[src/rtl/load_store_unit.sv]
// load_store_unit: sequences RV32I loads/stores into an edge-triggered byte memory.
// Faulting requests skip memory and report after a one-cycle wait in CAPTURE.
module load_store_unit #(
  parameter int MEM_BYTES = 10
) (
  input  logic        clk_i,
  input  logic        reset_i,
  input  logic        req_valid_i,
  input  logic        req_store_i,
  input  logic [2:0]  req_funct3_i,
  input  logic [31:0] req_addr_i,
  input  logic [31:0] req_wdata_i,
  output logic        req_ready_o,
  output logic        resp_valid_o,
  output logic [31:0] resp_rdata_o,
  output logic        resp_misaligned_o,
  output logic        resp_fault_o,
  output logic [31:0] mem_address_o,
  output logic [31:0] mem_write_data_o,
  output logic        mem_write_enable_o,
  output logic        mem_read_enable_o,
  output logic [2:0]  mem_type_o,
  input  logic [31:0] mem_read_data_i
);
  typedef enum logic [2:0] {IDLE, SETUP, STROBE, CAPTURE, RESP} state_t;
  state_t      state_q, state_d;
  logic        store_q, store_d, mis_q, mis_d, flt_q, flt_d;
  logic        req_ready_q, req_ready_d, resp_valid_q, resp_valid_d;
  logic [31:0] resp_rdata_q, resp_rdata_d;
  logic        resp_mis_q, resp_mis_d, resp_flt_q, resp_flt_d;
  logic [31:0] mem_address_q, mem_address_d, mem_wdata_q, mem_wdata_d;
  logic        mem_we_q, mem_we_d, mem_re_q, mem_re_d;
  logic [2:0]  mem_type_q, mem_type_d;
  logic [2:0]  f, typ, size;
  logic        illegal, mis, rng, bad;
  logic [32:0] end_addr;
  assign f        = req_funct3_i;
  assign illegal  = req_store_i ? (f[2] | (f[1:0] == 2'b11)) : ((f[1:0] == 2'b11) | (f[2] & f[1]));
  assign typ      = {f[2], f[1] | (f[2] & f[0]), f[0] & ~f[2]};
  assign size     = f[1] ? 3'd4 : f[0] ? 3'd2 : 3'd1;
  assign mis      = (f[0] & req_addr_i[0]) | (f[1] & (req_addr_i[1:0] != 2'b00));
  // 33-bit sum so addresses near 2^32 cannot wrap back into range
  assign end_addr = {1'b0, req_addr_i} + {30'd0, size};
  assign rng      = end_addr > 33'(MEM_BYTES);
  assign bad      = illegal | mis | rng;
  always_comb begin
    state_d       = state_q;
    store_d       = store_q;
    mis_d         = mis_q;
    flt_d         = flt_q;
    req_ready_d   = req_ready_q;
    resp_valid_d  = resp_valid_q;
    resp_rdata_d  = resp_rdata_q;
    resp_mis_d    = resp_mis_q;
    resp_flt_d    = resp_flt_q;
    mem_address_d = mem_address_q;
    mem_wdata_d   = mem_wdata_q;
    mem_type_d    = mem_type_q;
    mem_we_d      = 1'b0;
    mem_re_d      = 1'b0;
    unique case (state_q)
      IDLE: if (req_valid_i) begin
        store_d       = req_store_i;
        mis_d         = ~illegal & mis;
        flt_d         = illegal | (~mis & rng);
        req_ready_d   = 1'b0;
        state_d       = bad ? CAPTURE : SETUP;
        mem_address_d = bad ? 32'd0 : req_addr_i;
        mem_wdata_d   = bad ? 32'd0 : req_wdata_i;
        mem_type_d    = bad ? 3'd0 : typ;
      end
      SETUP: begin
        state_d  = STROBE;
        mem_we_d = store_q;
        mem_re_d = ~store_q;
      end
      STROBE: state_d = CAPTURE;
      CAPTURE: begin
        state_d       = RESP;
        resp_valid_d  = 1'b1;
        resp_rdata_d  = (store_q | mis_q | flt_q) ? 32'd0 : mem_read_data_i;
        resp_mis_d    = mis_q;
        resp_flt_d    = flt_q;
        mem_address_d = 32'd0;
        mem_wdata_d   = 32'd0;
        mem_type_d    = 3'd0;
      end
      RESP: begin
        state_d      = IDLE;
        resp_valid_d = 1'b0;
        resp_rdata_d = 32'd0;
        resp_mis_d   = 1'b0;
        resp_flt_d   = 1'b0;
        req_ready_d  = 1'b1;
      end
      default: state_d = IDLE;
    endcase
  end
  always_ff @(posedge clk_i or posedge reset_i) begin
    if (reset_i) begin
      state_q       <= IDLE;
      store_q       <= 1'b0;
      mis_q         <= 1'b0;
      flt_q         <= 1'b0;
      req_ready_q   <= 1'b1;
      resp_valid_q  <= 1'b0;
      resp_rdata_q  <= 32'd0;
      resp_mis_q    <= 1'b0;
      resp_flt_q    <= 1'b0;
      mem_address_q <= 32'd0;
      mem_wdata_q   <= 32'd0;
      mem_type_q    <= 3'd0;
      mem_we_q      <= 1'b0;
      mem_re_q      <= 1'b0;
    end else begin
      state_q       <= state_d;
      store_q       <= store_d;
      mis_q         <= mis_d;
      flt_q         <= flt_d;
      req_ready_q   <= req_ready_d;
      resp_valid_q  <= resp_valid_d;
      resp_rdata_q  <= resp_rdata_d;
      resp_mis_q    <= resp_mis_d;
      resp_flt_q    <= resp_flt_d;
      mem_address_q <= mem_address_d;
      mem_wdata_q   <= mem_wdata_d;
      mem_type_q    <= mem_type_d;
      mem_we_q      <= mem_we_d;
      mem_re_q      <= mem_re_d;
    end
  end
  assign req_ready_o        = req_ready_q;
  assign resp_valid_o       = resp_valid_q;
  assign resp_rdata_o       = resp_rdata_q;
  assign resp_misaligned_o  = resp_mis_q;
  assign resp_fault_o       = resp_flt_q;
  assign mem_address_o      = mem_address_q;
  assign mem_write_data_o   = mem_wdata_q;
  assign mem_write_enable_o = mem_we_q;
  assign mem_read_enable_o  = mem_re_q;
  assign mem_type_o         = mem_type_q;
endmodule

[config.mk]
export PLATFORM = sky130hd
export DESIGN_NAME = load_store_unit
export DESIGN_NICKNAME = d
export VERILOG_FILES = /design/src/rtl/load_store_unit.sv
export SDC_FILE = /design/constraint.sdc
export NUM_CORES = 1
export LEC_CHECK = 0
export ABC_AREA = 0
export BUFFER_PORTS_ARGS = -buffer_cell sky130_fd_sc_hd__buf_2
export CAP_MARGIN = 20
export CORE_MARGIN = 1
export CORE_UTILIZATION = 44
export CTS_BUF_LIST = sky130_fd_sc_hd__clkbuf_4 sky130_fd_sc_hd__clkbuf_8 sky130_fd_sc_hd__clkbuf_16
export DETAILED_ROUTE_END_ITERATION = 10
export PLACE_DENSITY = 0.82
export SLEW_MARGIN = 15
export SYNTH_ARGS = -nofsm -noshare
export SYNTH_HDL_FRONTEND = slang
export SYNTH_SLANG_ARGS = --single-unit
[constraint.sdc]
create_clock -name clk_i -period 3.1 [get_ports clk_i]
set_input_delay 0.31 -clock clk_i [delete_from_list [all_inputs] [get_ports clk_i]]
set_output_delay 0.31 -clock clk_i [all_outputs]
set_load 0.005 [all_outputs]
Word-level counts from Yosys, hierarchy flattened
Cells that the tools add are included.

Input bits: 103. Flip-flop bits (word level): 111. Word-level logic and storage cells: 74.

$add $sub $neg: 1. Bitwise logic cells: 20. Reductions and logical operators: 8. Order comparisons: 1. Multiplexer cells: 24. Equal/unequal tests: 6.

Operators with widths (number): $pmux W32 S2 (3); $mux W32 (5); $add A32 B3 Y33 (1); $gt A33 B4 Y1 const B (1); $mux W3 (4); $pmux W3 S4 (1); $or A1 B1 Y1 (9); $pmux W1 S2 (4); $reduce_bool A2 Y1 (4); $and A1 B1 Y1 (7); $eq A3 B2 Y1 const B (2); $pmux W3 S2 (1); $reduce_and A2 Y1 (3); $mux W1 (4); $mux W2 (2); $not A1 Y1 (4); $eq A3 B1 Y1 const B (1); $eq A3 B3 Y1 const B (1); $logic_not A3 Y1 (1); $eq A2 B2 Y1 const B (1); $ne A2 B2 Y1 const B (1).

Depth between registers and ports, before layout
Gate-level depths: netlist of the first run.

Word-level depth: 8. Mapped depth: 13. Mapped depth without buffers: 11.

Least setup slack after synthesis of the first run
OpenSTA, ideal clock, no wires.

Path kind: input to register. From: input req_funct3_i[0]. To: register flt_q. Arrival: 3148 ps. Stages on the path: 12. Path slack: -171 ps. Library setup time: 123 ps. Cells stage by stage: nor2_1 ha_1 inv_1 fa_1 nand2b_1 a21oi_1 o2111ai_1 a221o_1 or4_1 or4_1 buf_6 o221a_1.

Cells in the longest elaborated chain, start to end: 6.

Ends and longest elaborated chain: start, declared (line 10) `input logic [2:0] req_funct3_i,`; $mux W2 (line 40) `assign size = f[1] ? 3'd4 : f[0] ? 3'd2 : 3'd1;`; $mux W3 (line 40); $add A32 B3 Y33 (line 43) `assign end_addr = {1'b0, req_addr_i} + {30'd0, size};`; $gt A33 B4 Y1 (line 44) `assign rng = end_addr > 33'(MEM_BYTES);`; $and A1 B1 Y1 (line 65) `flt_d = illegal | (~mis & rng);`; $or A1 B1 Y1 * (line 65); end signal, assigned (line 119) `flt_q <= flt_d;`; end, declared (line 27) `logic store_q, store_d, mis_q, mis_d, flt_q, flt_d;`.

Every way passes the cells marked *; elsewhere a longest branch is shown, timed or not. A chain may end at the register's enable or synchronous reset.

Final worst setup path of the first run
From: input req_funct3_i[0]. To: register state_q[1].

Cells in the longest elaborated chain, start to end: 8.

Ends and longest elaborated chain: $mux W2 or $eq A2 B2 Y1 (tied branches) (line 40, 38); $mux W3 or $or A1 B1 Y1 (tied branches) (line 40, 38); $add A32 B3 Y33 or $mux W1 (tied branches) (line 43, 38); $gt A33 B4 Y1 or $or A1 B1 Y1 (tied branches) (line 44, 45); $or A1 B1 Y1 * (line 45) `assign bad = illegal | mis | rng;`; $mux W2 * (line 67) `state_d = bad ? CAPTURE : SETUP;`; $mux W3 * (line 62) `IDLE: if (req_valid_i) begin`; $pmux W3 S4 * (line 61) `unique case (state_q)`; end signal, assigned (line 116) `state_q <= state_d;`; end, declared (line 26) `state_t state_q, state_d;`.

Every way passes the cells marked *; elsewhere a longest branch is shown, timed or not. The select of a mux whose other input is x is not followed.

==> results_dict.tcl, run 1 <==
set metrics [dict create \
    p_clk_share_pct 27.7 \
    num_vias 4941 \
    clk_pin_slew_ns 0.08 \
    rows 39 \
    power_frac_comb_pct 27.6 \
    rsz0062_at_grt "true" \
    grt_pass1_vias 4979 \
    placed_cell_area_sq_mm 0.006815 \
    placed_cells 865 \
    port-buffer-count 207 \
    tightestPinTransition_ns 0.6184 \
    synth_edf_count 0 \
    htree_levels 3 \
    fin_crit_sh_pct 97.39 \
    synth_cell_types 59 \
    die_h_um 111.9 \
    num-nets-final 840 \
    max_cap_violations 0 \
    power_leakage_nw 3.639 \
    rr_worst_depth 5 \
    design.core.area_sq_mm 0.01161 \
    path_class "input port to flip-flop" \
    path_cells "buf_2, nor2_1, ha_2, inv_1, fa_2, nand2b_4, a21oi_4, o2111ai_1, a221o_1, or4_1, or4_4, buf_6, o21a_1" \
    worst_ep_arrival_time_ns 3.25 \
    cts.sinks 111 \
    drc 20 \
    overflow 0 \
    initial_utilization_pct 45.77 \
    yosys_warnings 0 \
    cts_tree "built" \
    ant_nets 0 \
    hpwl_mm 11.65 \
    clockBufferDepth 2 \
    fill_cells 968 \
    cts_root_buf "clkbuf_16" \
    wl_mm 15.28 \
    crit_required_ns 3.33 \
    status "finished, violations left" \
    setup_viol 0 \
    dieArea_sq_mm 0.01252 \
    die_w_um 111.9 \
    internal-power_w 0.002693 \
    synth_area_sq_mm 0.005315 \
    finalClockSkew_ns 0.01023 \
    fin_area_sq_mm 0.007139 \
    final_layout_size_suffix_gt1_share_pct 46.48 \
    max_stage_delay_ns 0.55 \
    synth_fp_nets 606 \
    crit_end "state_q[1]" \
    area_delta_synth_final_pct 34.32 \
    drt_iter0_markers 369 \
    hold_buffers 0 \
    synthArstFlopShare_pct 100.0 \
    clock.fmax_mhz 331.2 \
    multi_input_area_sq_mm 0.002371 \
    violations "design-rule violations" \
    post_cts_buffers 0 \
    synth_flop_cell "dfrtp_1" \
    cp-start-kind "input port" \
    antenna_cells 0 \
    avgRoutedWirePerCell_um 17.35 \
    clk_latency_ns 0.35 \
    startpoint "req_funct3_i[0]" \
    maxSlewViolCount 0 \
    hold_violations 0 \
    grt.total_usage_pct 24.86 \
    numCtsBuffers 9 \
    holdWs_ns 0.03004 \
    setup_tns_ns 0 \
    seq_power_share_pct 44.8 \
    period_needed_ns 3.019 \
    crit-reg2reg-launch "state_q[1]" \
    via_per_inst 5.608 \
    ff_latch_area_sq_mm 0.002779 \
    drt_pass1_iterations 10 \
    ios 208 \
    relSlewSlack_pct 58.69 \
    power_w 0.004066 \
    yosys_register_bits 111 \
    ir_drop_mv 0.3950 \
    grt_max_degree 61 \
    layout.cells.non_filler 881 \
    crit_slowest_cell "or4_4" \
    crit_path_end_kind "flip-flop" \
    ys_seq_area_share_pct 52.28 \
    power_switching_w 0.001373 \
    p_per_area_mw_per_mm2 569.5 \
    grt_pass1_wl_mm 24.91 \
    gp_congestion 0.8712 \
    reg2reg_slack_ns 1.14 \
    critPathMaxFanout 8 \
    hold_class "input port to async pin" \
    syn_inst 499 \
    antenna_found_initial 0 \
    r2r-end "resp_rdata_o[16]" \
    synth.avg_cell_area_sq_um 10.65 \
    switching_share_pct 33.76 \
]
-- how the worst min path moves through the flow --
stage | to | slack [ns] | cells past startpoint
2_1_floorplan | resp_rdata_o[0] | 0.44 | 1
3_3_place_gp | mem_address_o[5] | 0.40 | 2
3_5_place_dp | mem_address_o[5] | 0.42 | 2
4_1_cts | mem_address_o[5] | 0.04 | 2
5_1_grt | mem_address_o[6] | 0.06 | 2
6_report | mem_address_o[6] | 0.03 | 2
-- registers in the layout, summed over array words and instances (netlist names), 3 cells and up --
name / cells
mem_write_data_o: 32
resp_rdata_o: 32
state_q: 3
mem_type_o: 3
mem_address_o: 32
-- worst max-delay path, delay by kind of cell --
family,cells,cell delay [ns]
compound gates,4,0.75
buf+inv,3,0.34
simple gates,4,1.31
fa+ha+maj,2,0.56
-- kinds of logic after synthesis --
family,Yosys count,share of synthesized area (%)
flip-flops,111,52.28
AO/OA/AOI/OAI,128,19.37
XOR/XNOR,6,0.9887
buffers and inverters,46,4.614
adder cells (fa/ha/maj),4,1.083
multiplexers,4,0.8474
AND/OR/NAND/NOR,200,20.81
-- cell usage in the layout (no fill, tap or decap), types with 3 or more instances in the layout --
master / synthesis / routed
clkinv_4: 0 / 3
nand2_1: 51 / 51
o21ai_2: 40 / 41
mux2_2: 4 / 4
dfrtp_1: 110 / 110
clkbuf_16: 0 / 9
nor2_1: 17 / 16
o211ai_1: 3 / 3
and3_1: 8 / 7
nand4_1: 44 / 44
o21ai_0: 11 / 10
inv_1: 11 / 10
a21oi_1: 11 / 8
nand3_1: 18 / 18
buf_12: 4 / 3
nor3_1: 6 / 6
buf_2: 0 / 207
xor2_1: 5 / 5
and2_1: 30 / 30
a22o_1: 35 / 35
a211oi_1: 4 / 4
buf_4: 0 / 46
-- per-layer routing --
layer	vias up	GRT usage (%)	share of wire, %
met5	-	0	0
met1	2400	30.72	40
li1	2317	-	-
met4	0	6.486	0.78
met3	10	5.226	7.6
met2	214	44.02	52
-- timing repair --
item | 4_1_cts | 5_1_grt
endpoints found under the setup margin | 41 | 41
cloned | 0 | 0
pin swaps | 0 | 2
resized for setup | 2 | 4
-- cells in the mapped netlist (all sizes together), types with 2 or more instances --
library cell    n  share of area, %
a211o           2              0.33
a211oi          4              0.56
a21o            3              0.45
a21oi          11               1.0
a22o           35               5.8
a311oi          2              0.33
and2           30               3.5
and3            8              0.94
buf             5               1.7
clkbuf         30               2.1
dfrtp         110                52
ha              3              0.71
inv            11              0.78
mux2            4              0.85
nand2          52               3.7
nand2b          2              0.24
nand3          20               2.2
nand4          44               5.2
nor2           17               1.2
nor2b           3              0.35
nor3            6              0.56
nor3b           2              0.28
nor4            3              0.47
nor4b           4              0.66
o2111ai         2              0.33
o211ai          3              0.42
o21a            2              0.28
o21ai          51               7.6
o22ai           2              0.24
or4             4              0.66
xor2            5              0.82
-- final cells by class --
| cell class | count | area share (%) |
|---|---|---|
| multi-input combinational | 342 | 33.21 |
| timing repair buffer | 258 | 20.50 |
| sequential | 111 | 38.92 |
| clock buffer | 9 | 3.155 |
| inverter | 11 | 0.6309 |
| clock inverter | 7 | 1.069 |
| tap | 143 | 2.506 |
-- per-stage QoR --
stage | utilization, % | setup WS, ns
final | 61.47 | 0.08097
after global routing | 61.47 | -0.05340
after CTS | 61.33 | 0.04470
after detailed placement | 58.68 | -0.5053
after global placement | 58.68 | -0.3960
after floorplan | - | 0.01155
-- power groups by stage --
| stage | clock network (W) | registers (W) | logic, W |
|---|---|---|---|
| global route | 0.00120 | 0.00185 | 0.00122 |
| finish | 0.00112 | 0.00182 | 0.00112 |
| detailed placement | 0 | 0.00185 | 0.00111 |
| floorplan | 0 | 0.00180 | 0.000618 |
| CTS | 0.00115 | 0.00182 | 0.00113 |
| global placement | 0 | 0.00183 | 0.00108 |
Note: power is estimated with default switching activity, not from simulation.
==> run 2, diff against run 1 <==
--- a/config.mk
+++ b/config.mk
@@ -12,6 +12,7 @@
 export CORE_UTILIZATION = 44
 export CTS_BUF_LIST = sky130_fd_sc_hd__clkbuf_4 sky130_fd_sc_hd__clkbuf_8 sky130_fd_sc_hd__clkbuf_16
 export DETAILED_ROUTE_END_ITERATION = 10
+export MAX_ROUTING_LAYER = met4
 export PLACE_DENSITY = 0.82
 export SLEW_MARGIN = 15
 export SYNTH_ARGS = -nofsm -noshare
==> run 2 against run 1 <==
The run still ends with design-rule violations left. Sequential power is essentially flat. Clock power is essentially flat. Die area is the same. Combinational power is essentially flat. Register-to-register slack lost 0.03 ns. Final cell count grew 0.11%. Flip-flop and latch count is the same. Power grew 0.57%. Clock skew shrank 0.0034 ns. Wire length is essentially flat.
==> results_dict.tcl, run 2 (synthesized netlist as in run 1, its figures left out) <==
set metrics [dict create \
    antenna_cells 0 \
    fin_crit_sh_pct 97.43 \
    drt_pass1_iterations 10 \
    cts_root_buf "clkbuf_16" \
    power_leakage_nw 3.678 \
    setup_viol 0 \
    cts.sinks 111 \
    die_h_um 111.9 \
    design.core.area_sq_mm 0.01161 \
    antenna_found_initial 0 \
    path_cells "buf_6, nor2_4, ha_4, inv_2, fa_2, nand2b_4, a21oi_4, o2111ai_2, a221o_1, or4_4, or4_4, buf_8, o21a_1" \
    grt.total_usage_pct 25.43 \
    ios 208 \
    layout_common_cells "buf_2 (205), dfrtp_1 (110), nand2_1 (51)" \
    dieArea_sq_mm 0.01252 \
    hpwl_mm 11.57 \
    crit_path_end_kind "flip-flop" \
    ant_nets 0 \
    final_layout_size_suffix_gt1_share_pct 47.09 \
    rows 39 \
    relSlewSlack_pct 57.83 \
    drc 20 \
    cp-start-kind "input port" \
    critPathMaxFanout 8 \
    overflow 0 \
    hold_violations 0 \
    avgRoutedWirePerCell_um 17.32 \
    fin_ws_ns 0.07961 \
    port-buffer-count 207 \
    crit_required_ns 3.33 \
    final_common_cell "buf_2" \
    clk_latency_ns 0.34 \
    tightestPinTransition_ns 0.6309 \
    clock.fmax_mhz 331.1 \
    worst-path-buf-inv 3 \
    num-nets-final 842 \
    grt_pass1_wl_mm 24.45 \
    initial_utilization_pct 45.77 \
    clk_pin_slew_ns 0.07 \
    fin_area_sq_mm 0.007259 \
    path_class "input port to flip-flop" \
    max_cap_violations 0 \
    cpMostUsedCell "or4_4" \
    grt_pass1_vias 4913 \
    ir_drop_mv 0.3602 \
    grt_max_degree 61 \
    hold_class "input port to async pin" \
    placed_cell_area_sq_mm 0.006820 \
    numCtsBuffers 9 \
    period_needed_ns 3.020 \
    setup_tns_ns 0 \
    die_w_um 111.9 \
    status "finished, violations left" \
    htree_levels 3 \
    reg2reg_slack_ns 1.11 \
    worst_ep_arrival_time_ns 3.25 \
    wl_mm 15.27 \
    cpLargestDelayFamily "simple AND/OR/NAND/NOR gates" \
    gp_congestion 0.8688 \
    violations "design-rule violations" \
    rsz0062_at_grt "false" \
    num_vias 4916 \
    crit_slowest_cell "or4_4" \
    via_per_inst 5.574 \
    maxSlewViolCount 0 \
    finalClockSkew_ns 0.006781 \
    dp_slack_ns -0.4984 \
    clockBufferDepth 2 \
    max_stage_delay_ns 0.58 \
    cts_tree "built" \
    p_per_area_mw_per_mm2 563.3 \
    drt_iter0_markers 406 \
    area_delta_synth_final_pct 36.58 \
]
==> run 2: cell count changes in the layout (fill, tap and decap cells not counted), sizes merged <==
cell,before,now
clkinv,5,3
clkbuf,9,10
buf,258,259
clkinvlp,1,2
inv,12,11
bufinv,0,1
==> run 2: final cells by class <==
| class | instances | area, sq um |
|---|---|---|
| Clock buffer | 9 | 225.2 |
| Tap cell | 143 | 178.9 |
| Inverter | 11 | 45.04 |
| Multi-Input combinational cell | 342 | 2419 |
| Clock inverter | 6 | 71.32 |
| Timing Repair Buffer | 260 | 1541 |
| Sequential cell | 111 | 2779 |
| Fill cell | 978 | 4354 |
==> run 2: worst register-to-register path: stages (launching register included) <==
cell and delay [ns]:
dfrtp_1 0.50, nor4b_2 0.65, buf_4 0.37, mux2_2 0.36
==> run 2: final timing paths <==
check,from,endpoint,cells past startpoint
worst min-delay path,reset_i,mem_address_o[25],2
min in group clk_i,mem_read_data_i[21],resp_rdata_o[21],2
worst max register to register,state_q[2],store_q,3
worst max-delay path,req_funct3_i[0],state_q[1],13
max in group asynchronous,reset_i,mem_write_data_o[2],3
worst min register to register,mem_type_o[2],mem_type_o[2],2
==> run 2: per-stage QoR <==
step           hold slack [ns]  utilization [%]  cells  total power (W)
2_1_floorplan           0.4427                -    499         0.002416
3_3_place_gp            0.4001            58.73    864         0.002919
3_5_place_dp            0.4155            58.73    864         0.002962
4_1_cts                0.05073            61.33    879         0.004109
5_1_grt                0.07043            62.51    882         0.004297
6_report               0.04815            62.51    882         0.004089
==> run 2: repair_timing <==
| item | 4_1_cts | 5_1_grt |
|---|---|---|
| setup endpoints to repair | 41 | 42 |
| resized for setup | 2 | 20 |
| pin swaps | 0 | 1 |
| gates cloned | 0 | 1 |
| setup buffers | 0 | 2 |
| hold buffers | 0 | 0 |
==> run 2: layer usage <==
layer,track usage (%),wire length (um),up-vias
met2,43.27,7655,201
met3,4.300,996,13
met5,-,0,-
met4,7.297,178,0
met1,31.03,6443,2383
li1,-,-,2319
==> run 2: power by group <==
part           leakage [nW]  internal [W]  total (W)  switching (W)
logic                  2.01      0.000472    0.00113       0.000655
clock network         0.143      0.000629    0.00114       0.000514
registers              1.52       0.00166    0.00182       0.000162
total                  3.68       0.00276    0.00409        0.00133
==> run 3, diff against run 2 <==
--- a/config.mk
+++ b/config.mk
@@ -6,7 +6,7 @@
 export NUM_CORES = 1
 export LEC_CHECK = 0
 export ABC_AREA = 0
-export BUFFER_PORTS_ARGS = -buffer_cell sky130_fd_sc_hd__buf_2
+export BUFFER_PORTS_ARGS = -buffer_cell sky130_fd_sc_hd__buf_4
 export CAP_MARGIN = 20
 export CORE_MARGIN = 1
 export CORE_UTILIZATION = 44
==> run 3 against run 2 <==
The flow still finishes with violations (design-rule violations). Clock power is 5% higher. Sequential power hardly changed. Utilization is 3.2 points higher. Final area is 5.1% higher. Die area stayed put. Critical path type unchanged. First-iteration DRC count is 5.4% higher. Wire length is 1.7% higher. Worst setup slack better by 0.019 ns. Critical path depth stayed put. Global-route usage is 0.87 points higher. Final cell count is 0.68% lower. Clock skew hardly changed.
==> results_dict.tcl, run 3 (synthesized netlist as in run 1, its figures left out) <==
set metrics [dict create \
    antenna_cells 0 \
    clock.fmax_mhz 333.2 \
    cp-start-kind "input port" \
    violations "design-rule violations" \
    htree_levels 3 \
    fin_crit_sh_pct 96.81 \
    worst_ep_arrival_time_ns 3.24 \
    reg2reg_slack_ns 0.89 \
    drc 20 \
    grt_pass1_vias 4899 \
    hold_class "input port to async pin" \
    path_class "input port to flip-flop" \
    grt_max_degree 55 \
    dp_slack_ns -0.4489 \
    power_w 0.004246 \
    antenna_found_initial 0 \
    final_common_cell "buf_4" \
    ir_drop_mv 0.4392 \
    num-nets-final 835 \
    max_stage_delay_ns 0.54 \
    numCtsBuffers 9 \
    num_vias 4890 \
    path_cells "buf_4, nor2_1, ha_1, inv_1, fa_2, nand2b_4, a21oi_4, o2111ai_1, a221o_1, or4_1, or4_4, buf_6, o21a_1" \
    clk_latency_ns 0.34 \
    layout.cells.non_filler 876 \
    die_h_um 111.9 \
    status "finished, violations left" \
    power_leakage_nw 3.700 \
    setup_viol 0 \
    hold_violations 0 \
    avgRoutedWirePerCell_um 17.73 \
    grt.total_usage_pct 26.30 \
    port-buffer-count 207 \
    die_w_um 111.9 \
    period_needed_ns 3.001 \
    relSlewSlack_pct 55.37 \
    setup_tns_ns 0 \
    ios 208 \
    maxSlewViolCount 0 \
    initial_utilization_pct 45.77 \
    placed_cells 860 \
    tightestPinTransition_ns 0.6680 \
    p_per_area_mw_per_mm2 556.3 \
    overflow 0 \
    clk_pin_slew_ns 0.08 \
    cts_tree "built" \
    ant_nets 0 \
    hpwl_mm 11.55 \
    post_cts_buffers 0 \
    drt_pass1_iterations 10 \
    gp_congestion 0.9266 \
    crit_slowest_cell "or4_4" \
    fill_cells 919 \
    area_delta_synth_final_pct 43.60 \
    cts_root_buf "clkbuf_16" \
    rows 39 \
    cts.sinks 111 \
    final_layout_size_suffix_gt1_share_pct 45.98 \
    fin_ws_ns 0.09893 \
    crit_path_end_kind "flip-flop" \
    finalClockSkew_ns 0.006792 \
    critPathMaxFanout 9 \
    clockBufferDepth 2 \
    max_cap_violations 0 \
    dieArea_sq_mm 0.01252 \
    wl_mm 15.53 \
    grt_pass1_wl_mm 25.20 \
    via_per_inst 5.582 \
    design.core.area_sq_mm 0.01161 \
    crit_required_ns 3.34 \
    layout_common_cells "buf_4 (248), dfrtp_1 (110), nand2_1 (51)" \
    drt_iter0_markers 428 \
]
run 3: cell types whose count changed in the layout (fill, tap and decap cells not counted), moves of 2 or more:
cell / change
buf_2: -205
buf_8: -2
buf_12: -2
buf_4: +203
run 3: power breakdown:
part           switching (W)  internal, W
logic               0.000654     0.000562
clock network       0.000553     0.000645
registers           0.000176      0.00166
total                0.00138      0.00286
run 3: worst paths after layout:
path	cells past startpoint	from	end
min in group clk_i	2	mem_read_data_i[4]	resp_rdata_o[4]
worst min-delay path	2	reset_i	mem_address_o[27]
worst max-delay path	13	req_funct3_i[0]	state_q[1]
max in group asynchronous	3	reset_i	mem_address_o[25]
worst min register to register	1	mem_address_o[29]	mem_address_o[29]
worst max register to register	6	state_q[2]	flt_q
run 3: layer usage:
layer	routed length [um]	track usage (%)	vias to the layer above	part of all wire (%)
met5	0	-	-	0
met4	371	10.36	0	2.4
met3	1076	3.593	28	6.9
met2	7745	43.69	207	50
met1	6340	32.50	2351	41
li1	-	-	2304	-
run 3: final cells by class:
cell class | instances | area, sq um | share of cell area (%)
Sequential cell | 111 | 2779 | 36.41
Multi-Input combinational cell | 342 | 2369 | 31.03
Timing Repair Buffer | 253 | 1944 | 25.48
Clock buffer | 9 | 225.2 | 2.951
Tap cell | 143 | 178.9 | 2.344
Clock inverter | 7 | 91.34 | 1.197
Inverter | 11 | 45.04 | 0.5902
run 3: what timing repair did:
action                                  CTS  global route
gates cloned                              0             0
gates resized for setup                   2             3
hold buffers                              0             0
endpoints found under the setup margin   23             5
run 3: metrics by stage:
step	cell area [sq um]	util, %	hold WS, ns
2_1_floorplan	5346	-	0.4427
3_3_place_gp	7296	62.82	0.4282
3_5_place_dp	7296	62.82	0.4389
4_1_cts	7619	65.60	0.06578
5_1_grt	7632	65.72	0.09728
6_report	7632	65.72	0.05791
run 3: worst max-delay path: cells and delay by family:
kind / cells / cell delay, ns
adders and majority gates: 2 / 0.53
buffers and inverters: 3 / 0.35
AOI/OAI and AO/OA: 4 / 0.77
and+or+nand+nor: 4 / 1.26
